[config.mk]
export PLATFORM = sky130hd
export DESIGN_NAME = dmem_arbiter
export DESIGN_NICKNAME = d
export VERILOG_FILES = /design/src/rtl/dmem_arbiter.sv
export SDC_FILE = /design/constraint.sdc
export NUM_CORES = 1
export LEC_CHECK = 0
export ABC_CLOCK_PERIOD_IN_PS = 1730
export CAP_MARGIN = 30
export CELL_PAD_IN_SITES_DETAIL_PLACEMENT = 1
export CELL_PAD_IN_SITES_GLOBAL_PLACEMENT = 2
export CORE_UTILIZATION = 17
export DETAILED_ROUTE_END_ITERATION = 7
export PLACE_DENSITY_LB_ADDON = 0.1
export SLEW_MARGIN = 20
export SYNTH_ARGS = -nofsm -noshare
export SYNTH_HDL_FRONTEND = slang
export SYNTH_SLANG_ARGS = --single-unit
[constraint.sdc]
create_clock -name clk -period 1.73 [get_ports clk]
set_clock_uncertainty 0.2 [all_clocks]
set_input_delay 0.173 -clock clk [delete_from_list [all_inputs] [get_ports clk]]
set_output_delay 0.173 -clock clk [all_outputs]
set_load 0.01 [all_outputs]
[src/rtl/dmem_arbiter.sv]
// Round-robin arbiter sharing one single-port data memory between the CPU port (P0)
// and a DMA/debug port (P1), with a bounded P1 burst lock and registered read return.
module dmem_arbiter #(
  parameter int DMEM_ADDR_WIDTH = 10,
  parameter int BURST_MAX       = 4
) (
  input  logic                       clk,
  input  logic                       reset_b,
  input  logic                       p0_req,
  input  logic                       p0_we,
  input  logic [DMEM_ADDR_WIDTH-1:0] p0_addr,
  input  logic [63:0]                p0_wdata,
  output logic                       p0_gnt,
  output logic                       p0_rvalid,
  output logic [63:0]                p0_rdata,
  input  logic                       p1_req,
  input  logic                       p1_we,
  input  logic [DMEM_ADDR_WIDTH-1:0] p1_addr,
  input  logic [63:0]                p1_wdata,
  input  logic                       p1_lock,
  output logic                       p1_gnt,
  output logic                       p1_rvalid,
  output logic [63:0]                p1_rdata,
  output logic [DMEM_ADDR_WIDTH-1:0] mem_addr,
  output logic [63:0]                mem_din,
  output logic                       mem_read,
  output logic                       mem_write,
  input  logic [63:0]                mem_dout
);

  localparam int CW = $clog2(BURST_MAX + 1);
  localparam logic [CW-1:0] BURST_LIM = CW'(BURST_MAX);

  // rr_ptr: 0 means P0 wins the next contended cycle, 1 means P1 does.
  logic          rr_ptr_q, rr_ptr_d;
  logic          p1_last_q, p1_last_d;
  logic [CW-1:0] burst_cnt_q, burst_cnt_d;
  logic          p0_rvalid_q, p0_rvalid_d;
  logic          p1_rvalid_q, p1_rvalid_d;
  logic [63:0]   p0_rdata_q, p0_rdata_d;
  logic [63:0]   p1_rdata_q, p1_rdata_d;

  always_comb begin
    p0_gnt = 1'b0;
    p1_gnt = 1'b0;
    if (reset_b) begin
      if (p0_req && p1_req) begin
        if (p1_last_q && p1_lock && (burst_cnt_q < BURST_LIM)) begin
          p1_gnt = 1'b1;
        end else if (rr_ptr_q) begin
          p1_gnt = 1'b1;
        end else begin
          p0_gnt = 1'b1;
        end
      end else begin
        p0_gnt = p0_req;
        p1_gnt = p1_req;
      end
    end
  end

  always_comb begin
    mem_addr  = '0;
    mem_din   = '0;
    mem_read  = 1'b0;
    mem_write = 1'b0;
    if (p0_gnt) begin
      mem_addr  = p0_addr;
      mem_din   = p0_wdata;
      mem_write = p0_we;
      mem_read  = ~p0_we;
    end else if (p1_gnt) begin
      mem_addr  = p1_addr;
      mem_din   = p1_wdata;
      mem_write = p1_we;
      mem_read  = ~p1_we;
    end
  end

  // The burst counter only advances while P1 holds the memory against a waiting P0.
  always_comb begin
    rr_ptr_d = rr_ptr_q;
    if (p0_gnt) begin
      rr_ptr_d = 1'b1;
    end else if (p1_gnt) begin
      rr_ptr_d = 1'b0;
    end
    p1_last_d   = p1_gnt;
    burst_cnt_d = '0;
    if (p1_gnt && p1_lock && p0_req) begin
      burst_cnt_d = (burst_cnt_q == BURST_LIM) ? burst_cnt_q : burst_cnt_q + CW'(1);
    end
    p0_rvalid_d = p0_gnt & ~p0_we;
    p1_rvalid_d = p1_gnt & ~p1_we;
    p0_rdata_d  = p0_rvalid_d ? mem_dout : p0_rdata_q;
    p1_rdata_d  = p1_rvalid_d ? mem_dout : p1_rdata_q;
  end

  always_ff @(posedge clk) begin
    if (!reset_b) begin
      rr_ptr_q    <= 1'b0;
      p1_last_q   <= 1'b0;
      burst_cnt_q <= '0;
      p0_rvalid_q <= 1'b0;
      p1_rvalid_q <= 1'b0;
      p0_rdata_q  <= '0;
      p1_rdata_q  <= '0;
    end else begin
      rr_ptr_q    <= rr_ptr_d;
      p1_last_q   <= p1_last_d;
      burst_cnt_q <= burst_cnt_d;
      p0_rvalid_q <= p0_rvalid_d;
      p1_rvalid_q <= p1_rvalid_d;
      p0_rdata_q  <= p0_rdata_d;
      p1_rdata_q  <= p1_rdata_d;
    end
  end

  assign p0_rvalid = p0_rvalid_q;
  assign p1_rvalid = p1_rvalid_q;
  assign p0_rdata  = p0_rdata_q;
  assign p1_rdata  = p1_rdata_q;

endmodule

==> results.sh, run 1 <==
export IMPL_status="complete, but fails checks"
export IMPL_violations="negative setup slack"
export IMPL_leakage_nw=6.668
export IMPL_layout_commonest_cell="clkdlybuf4s50_1"
export IMPL_initial_core_util_pct=17.41
export IMPL_htreeDepth=4
export IMPL_synthesis_area_um2=6621
export IMPL_path_class="reg -> out"
export IMPL_numCtsBuffers=17
export IMPL_die_w_um=199.4
export IMPL_place_area_um2=12160
export IMPL_final_cell_mix="266 x clkdlybuf4s50_1, 193 x nand2_1, 133 x dfxtp_1"
export IMPL_multi_input_area_um2=4563
export IMPL_syn_to_final_growth_pct=119.1
export IMPL_ios=427
export IMPL_coreArea_um2=38020
export IMPL_viasPerCell=4.317
export IMPL_peakVddDrop_v=0.0005718
export IMPL_hold_ws_ns=0.1093
export IMPL_crit_path_end_kind="output port"
export IMPL_area_sequential_um2=2705
export IMPL_hold_viol=0
export IMPL_relSlewSlack_pct=50.38
export IMPL_cts_tree="built"
export IMPL_antenna_found_initial=2
export IMPL_layout_drive_gt1_share_pct=28.96
export IMPL_synth_cell_types=29
export IMPL_grt_max_degree=158
export IMPL_r2r_start="burst_cnt_q[2]"
export IMPL_dp_cells=1734
export IMPL_grt_pass1_wl_um=53060
export IMPL_critPathLaunch="burst_cnt_q[2]"
export IMPL_std_cell_rows=71
export IMPL_synth_area_per_cell_um2=8.297
export IMPL_synth_seq_area_share_pct=40.82
export IMPL_die_area_um2=39740
export IMPL_worstMarginPinSlew_ns=0.7443
export IMPL_slew_violations=0
export IMPL_stdcell_count=1824
export IMPL_ant_nets=0
export IMPL_finalCritPeriodShare_pct=132.2
export IMPL_grt_pass1_vias=8337
export IMPL_dp_hpwl_um=25550
export IMPL_syn_inst=798
export IMPL_ctsRootBufferMaster="clkbuf_16"
export IMPL_grtUsageTotal_pct=18.11
export IMPL_worst_ep_required_time_ns=1.36
export IMPL_die_y_um=199.4
export IMPL_nFillCells=4290
export IMPL_ys_warn_count=0
export IMPL_gp_congestion=0.7831
export IMPL_grt_ovfl_total=0
export IMPL_synth_nets=1019
export IMPL_fmax_mhz=437.3
export IMPL_maxCapViolCount=0
export IMPL_setup_slack_ns=-0.5567
export IMPL_holdCritPathClass="in -> reg"
export IMPL_finalSetupTns_ns=-60.94
export IMPL_clkSinkCount=135
export IMPL_rsz0062_at_grt="true"
export IMPL_place_ws_ns=-1.055
export IMPL_drc=0
export IMPL_cp_max_fo=7
export IMPL_worst_ep_arrival_time_ns=1.91
export IMPL_clkLatencyLatePin_ns=0.42
export IMPL_power_density_nw_per_um2=653.0
export IMPL_drt_total_wl_um=38010
export IMPL_setup_violations=206
export IMPL_hp_start="reset_b"
export IMPL_dr_pass1_iters=4
export IMPL_clk_pin_slew_ns=0.06
export IMPL_num_vias=7875
export IMPL_wl_per_cell_um=20.84
export IMPL_yosys_register_bits=135
export IMPL_cts_buffer_depth=2
export IMPL_startpoint_type="register"
export IMPL_drtIter0Drc=172
export IMPL_nets=1522
export IMPL_design_area_um2=14510
export IMPL_port_buffers=426
export IMPL_layout_min_cycle_time_ns=2.287
==> where the power goes <==
part           switching, mW  total [mW]  internal, mW
clock                   1.43        3.22          1.80
combinational           1.29        2.89          1.60
sequential            0.0836        3.36          3.28
==> logic make-up (layout without fill, tap and decap cells) <==
group | after synthesis | after routing | synth area share (%)
and+or+nand+nor | 285 | 285 | 18.25
AOI/OAI and AO/OA | 155 | 155 | 14.76
DFF | 135 | 135 | 40.82
muxes | 129 | 129 | 19.50
buffers and inverters | 91 | 605 | 6.160
adders and majority gates | 2 | 2 | 0.3779
xor gates and xnor gates | 1 | 1 | 0.1323
other | 0 | 1 | 0
==> cell type report <==
| type | count | area share [%] |
|---|---|---|
| repair buffers | 571 | 41.96 |
| clock buffers | 20 | 3.010 |
| well taps | 511 | 4.407 |
| flip-flops and latches | 135 | 18.65 |
| clock inverters | 10 | 0.4053 |
| inverters | 4 | 0.1035 |
| multi-input cells | 572 | 31.45 |
| diodes | 1 | 0.01725 |
==> cells in the mapped netlist <==
cell type  count  area [um^2]
buf_2         14        70.07
dfxtp_1      135         2703
buf_4          3        22.52
a21boi_1       1        7.510
buf_1         13        48.80
nand4b_1       1        8.760
a21oi_1       75        375.4
nor3_1         5        25.02
and3_1         1        6.260
and4b_1        1        10.01
o31ai_1       75        563.0
nand3_1       76        380.4
o21a_1         1        7.510
and2_1         1        6.260
o31a_1         1        8.760
o21ai_0        1        5.000
inv_1          3        11.26
nor2_1         2        7.510
buf_6          5        56.30
o311a_1        1        10.01
xnor2_1        1        8.760
clkbuf_1      52        195.2
nor3b_2        1        12.51
nand2_1      193        724.4
nor2b_1        2        12.51
ha_1           2        25.02
clkinv_1       1        3.750
nand3b_1       2        15.01
mux2i_1      129         1291
==> metrics by stage <==
stage | utilization (%) | power, mW
floorplan | - | 4.318
global placement | 31.98 | 5.875
detailed placement | 31.98 | 5.875
CTS | 36.35 | 9.526
global route | 38.16 | 9.956
finish | 38.16 | 9.473
==> flip-flops by register name, indices dropped and copies added, names as in the netlist <==
name,cells
burst_cnt_q,3
p0_rdata,64
p1_rvalid,1
rr_ptr_q,1
p1_last_q,1
p1_rdata,64
p0_rvalid,1
==> routing by layer <==
metal	vias up	GRT usage (%)	routed length, um
met5	-	0	0
met4	0	4.665	754
met3	34	7.747	3813
met2	276	32.58	19060
met1	3750	19.24	14370
li1	3815	-	-
==> critical path, stage by stage (launching register included) <==
cell and delay (ns):
dfxtp_2 0.33, and4b_4 0.41, buf_12 0.19, buf_16 0.15, o31ai_2 0.08, a21oi_2 0.17, buf_2 0.16
==> final timing paths <==
kind	end	slack, ns	cells after the start
worst max register to register	p0_rdata[14]	-0.29	9
worst min-delay path	p0_rvalid	0.11	4
worst min register to register	p0_rdata[1]	0.25	2
worst max-delay path	mem_din[38]	-0.56	6
==> repair_timing <==
item,4_1_cts,5_1_grt
hold buffers,1,0
pin swaps,80,65
gates resized for setup,494,161
gates cloned,18,4
endpoints found under the setup margin,250,263
buffers inserted,31,17
endpoints found under the hold margin,1,0
Note: power is estimated with default switching activity, not from simulation.
==> run 2, diff against run 1 <==
--- a/config.mk
+++ b/config.mk
@@ -5,7 +5,7 @@
 export SDC_FILE = /design/constraint.sdc
 export NUM_CORES = 1
 export LEC_CHECK = 0
-export ABC_CLOCK_PERIOD_IN_PS = 1730
+export ABC_CLOCK_PERIOD_IN_PS = 1900
 export CAP_MARGIN = 30
 export CELL_PAD_IN_SITES_DETAIL_PLACEMENT = 1
 export CELL_PAD_IN_SITES_GLOBAL_PLACEMENT = 2
==> constraint.sdc (replaced) <==
create_clock -name clk -period 1.9 [get_ports clk]
set_clock_uncertainty 0.2 [all_clocks]
set_input_delay 0.19 -clock clk [delete_from_list [all_inputs] [get_ports clk]]
set_output_delay 0.19 -clock clk [all_outputs]
set_load 0.01 [all_outputs]
==> results.sh, run 2 (synthesized netlist as in run 1, its figures left out) <==
export IMPL_hold_viol=0
export IMPL_violations="negative setup slack"
export IMPL_status="complete, but fails checks"
export IMPL_stdcell_count=1823
export IMPL_die_y_um=199.4
export IMPL_relSlewSlack_pct=55.60
export IMPL_wl_per_cell_um=21.76
export IMPL_nFillCells=4257
export IMPL_setup_slack_ns=-0.4148
export IMPL_p_comb_share_pct=30.7
export IMPL_leakage_nw=5.740
export IMPL_htreeDepth=4
export IMPL_hp_start="p1_req"
export IMPL_initial_core_util_pct=17.41
export IMPL_holdCritPathClass="in -> reg"
export IMPL_rr_worst_depth=9
export IMPL_num_vias=7898
export IMPL_maxCapViolCount=0
export IMPL_slew_violations=0
export IMPL_worstSetupEndpoint="mem_din[29]"
export IMPL_std_cell_rows=71
export IMPL_dp_hpwl_um=25490
export IMPL_startpoint_type="register"
export IMPL_max_stage_delay_ns=0.38
export IMPL_finalCoreUtilization_pct=38.91
export IMPL_rsz0062_at_grt="true"
export IMPL_die_area_um2=39740
export IMPL_worst_ep_arrival_time_ns=1.92
export IMPL_grtUsageTotal_pct=19.20
export IMPL_worstPathCellList="and4b_4, buf_12, buf_16, buf_8, o31ai_4, a21oi_2, buf_2"
export IMPL_power_density_nw_per_um2=607.5
export IMPL_layout_drive_gt1_share_pct=32.67
export IMPL_r2r_end="p0_rdata[6]"
export IMPL_crit_slowest_cell="and4b_4"
export IMPL_clkSinkCount=135
export IMPL_viasPerCell=4.332
export IMPL_coreArea_um2=38020
export IMPL_ant_nets=0
export IMPL_clk_pin_slew_ns=0.06
export IMPL_antenna_found_initial=5
export IMPL_p_int_mw=6.372
export IMPL_drc=0
export IMPL_worst_ep_required_time_ns=1.51
export IMPL_critPathLaunch="burst_cnt_q[2]"
export IMPL_r2r_slack_ns=-0.14
export IMPL_dr_pass1_iters=4
export IMPL_p_clk_share_pct=35.2
export IMPL_layout_commonest_cell="clkdlybuf4s50_1"
export IMPL_setup_violations=198
export IMPL_final_cell_mix="346 x clkdlybuf4s50_1, 193 x nand2_1, 133 x dfxtp_1"
export IMPL_grt_ovfl_total=0
export IMPL_syn_to_final_growth_pct=123.4
export IMPL_port_buffers=426
export IMPL_crit_path_end_kind="output port"
export IMPL_worstMarginPinSlew_ns=0.6660
export IMPL_grt_max_degree=130
export IMPL_finalCritPeriodShare_pct=121.8
export IMPL_grt_pass1_wl_um=55570
export IMPL_drt_total_wl_um=39670
export IMPL_fmax_mhz=432.0
export IMPL_nets=1519
export IMPL_hold_ws_ns=0.05974
export IMPL_grt_pass1_vias=8490
export IMPL_layout_min_cycle_time_ns=2.315
export IMPL_ctsRootBufferMaster="clkbuf_16"
export IMPL_r2r_start="burst_cnt_q[2]"
export IMPL_cp_max_fo=6
export IMPL_ios=427
export IMPL_peakVddDrop_v=0.0006265
export IMPL_cts_tree="built"
export IMPL_p_switching_mw=2.614
export IMPL_swShare_pct=29.09
export IMPL_path_class="reg -> out"
export IMPL_clkLatencyLatePin_ns=0.42
export IMPL_dp_cells=1721
export IMPL_numCtsBuffers=17
export IMPL_drtIter0Drc=226
export IMPL_die_w_um=199.4
export IMPL_seqPwrFrac_pct=34.1
export IMPL_cts_buffer_depth=2
export IMPL_gp_congestion=0.8058
[run 2: cell types whose count changed in the layout (fill, tap and decap cells not counted), moves of 14 or more]
cell,previous run,this run
dlygate4sd2_1,25,1
buf_2,70,56
o31ai_4,50,22
nand3_2,17,31
clkdlybuf4s50_1,266,346
buf_8,5,20
a21oi_1,45,17
a21oi_2,30,56
nand3_4,0,20
o31ai_2,18,35
nand3_1,59,25
dlymetal6s2s_1,56,0
[run 2: power groups by stage]
stage | registers, mW | logic [mW] | clock network (mW)
finish | 3.06 | 2.76 | 3.16
global route | 3.08 | 2.94 | 3.39
CTS | 3.06 | 2.69 | 3.29
detailed placement | 3.12 | 2.19 | 0
global placement | 3.12 | 2.19 | 0
floorplan | 3.19 | 0.735 | 0
[run 2: layout make-up]
class | instances | area, um^2 | share of cell area [%]
well taps | 511 | 639.4 | 4.322
flip-flops and latches | 135 | 2705 | 18.29
clock inverters | 12 | 105.1 | 0.7105
diodes | 2 | 5.005 | 0.03383
clock buffers | 19 | 452.9 | 3.062
multi-input cells | 572 | 4683 | 31.66
inverters | 4 | 15.01 | 0.1015
repair buffers | 568 | 6187 | 41.83
[run 2: worst min-delay path by stage]
stage / endpoint / slack, ns / depth (start not counted)
final: rr_ptr_q / 0.06 / 2
after global routing: rr_ptr_q / 0.11 / 2
after CTS: rr_ptr_q / 0.06 / 2
after detailed placement: p1_rdata[22] / 0.25 / 2
after global placement: p1_rdata[22] / 0.24 / 2
after floorplan: p0_rvalid / 0.06 / 1
[run 2: per-layer routing]
| layer | track usage [%] | vias up | part of all wire, % |
|---|---|---|---|
| li1 | - | 3814 | - |
| met1 | 20.90 | 3775 | 38 |
| met2 | 34.00 | 276 | 50 |
| met3 | 8.186 | 31 | 10 |
| met4 | 4.835 | 2 | 1.5 |
| met5 | 0 | - | 0.033 |
[run 2: worst max-delay path, delay by kind of cell, from the launching register on]
kind,cells,cell delay (ns)
AOI/OAI and AO/OA,2,0.23
DFF,1,0.32
buffers and inverters,4,0.57
and+or+nand+nor,1,0.38
[run 2: repair_timing]
item | 4_1_cts | 5_1_grt
endpoints found under the hold margin | 1 | 0
endpoints found under the setup margin | 164 | 204
gates resized for setup | 518 | 160
pin swaps | 68 | 66
hold buffers | 1 | 0
cloned | 31 | 6
buffers inserted | 46 | 18
[run 2: per-stage QoR]
| stage | cell area [um^2] | setup TNS [ns] | power [mW] | setup slack [ns] |
|---|---|---|---|---|
| 2_1_floorplan | 6621 | 0 | 3.922 | 0.01670 |
| 3_3_place_gp | 11980 | -126.31 | 5.310 | -1.014 |
| 3_5_place_dp | 11980 | -126.10 | 5.310 | -0.9917 |
| 4_1_cts | 14310 | -49.56 | 9.050 | -0.4633 |
| 5_1_grt | 14790 | -52.86 | 9.414 | -0.4847 |
| 6_report | 14790 | -38.14 | 8.986 | -0.4148 |
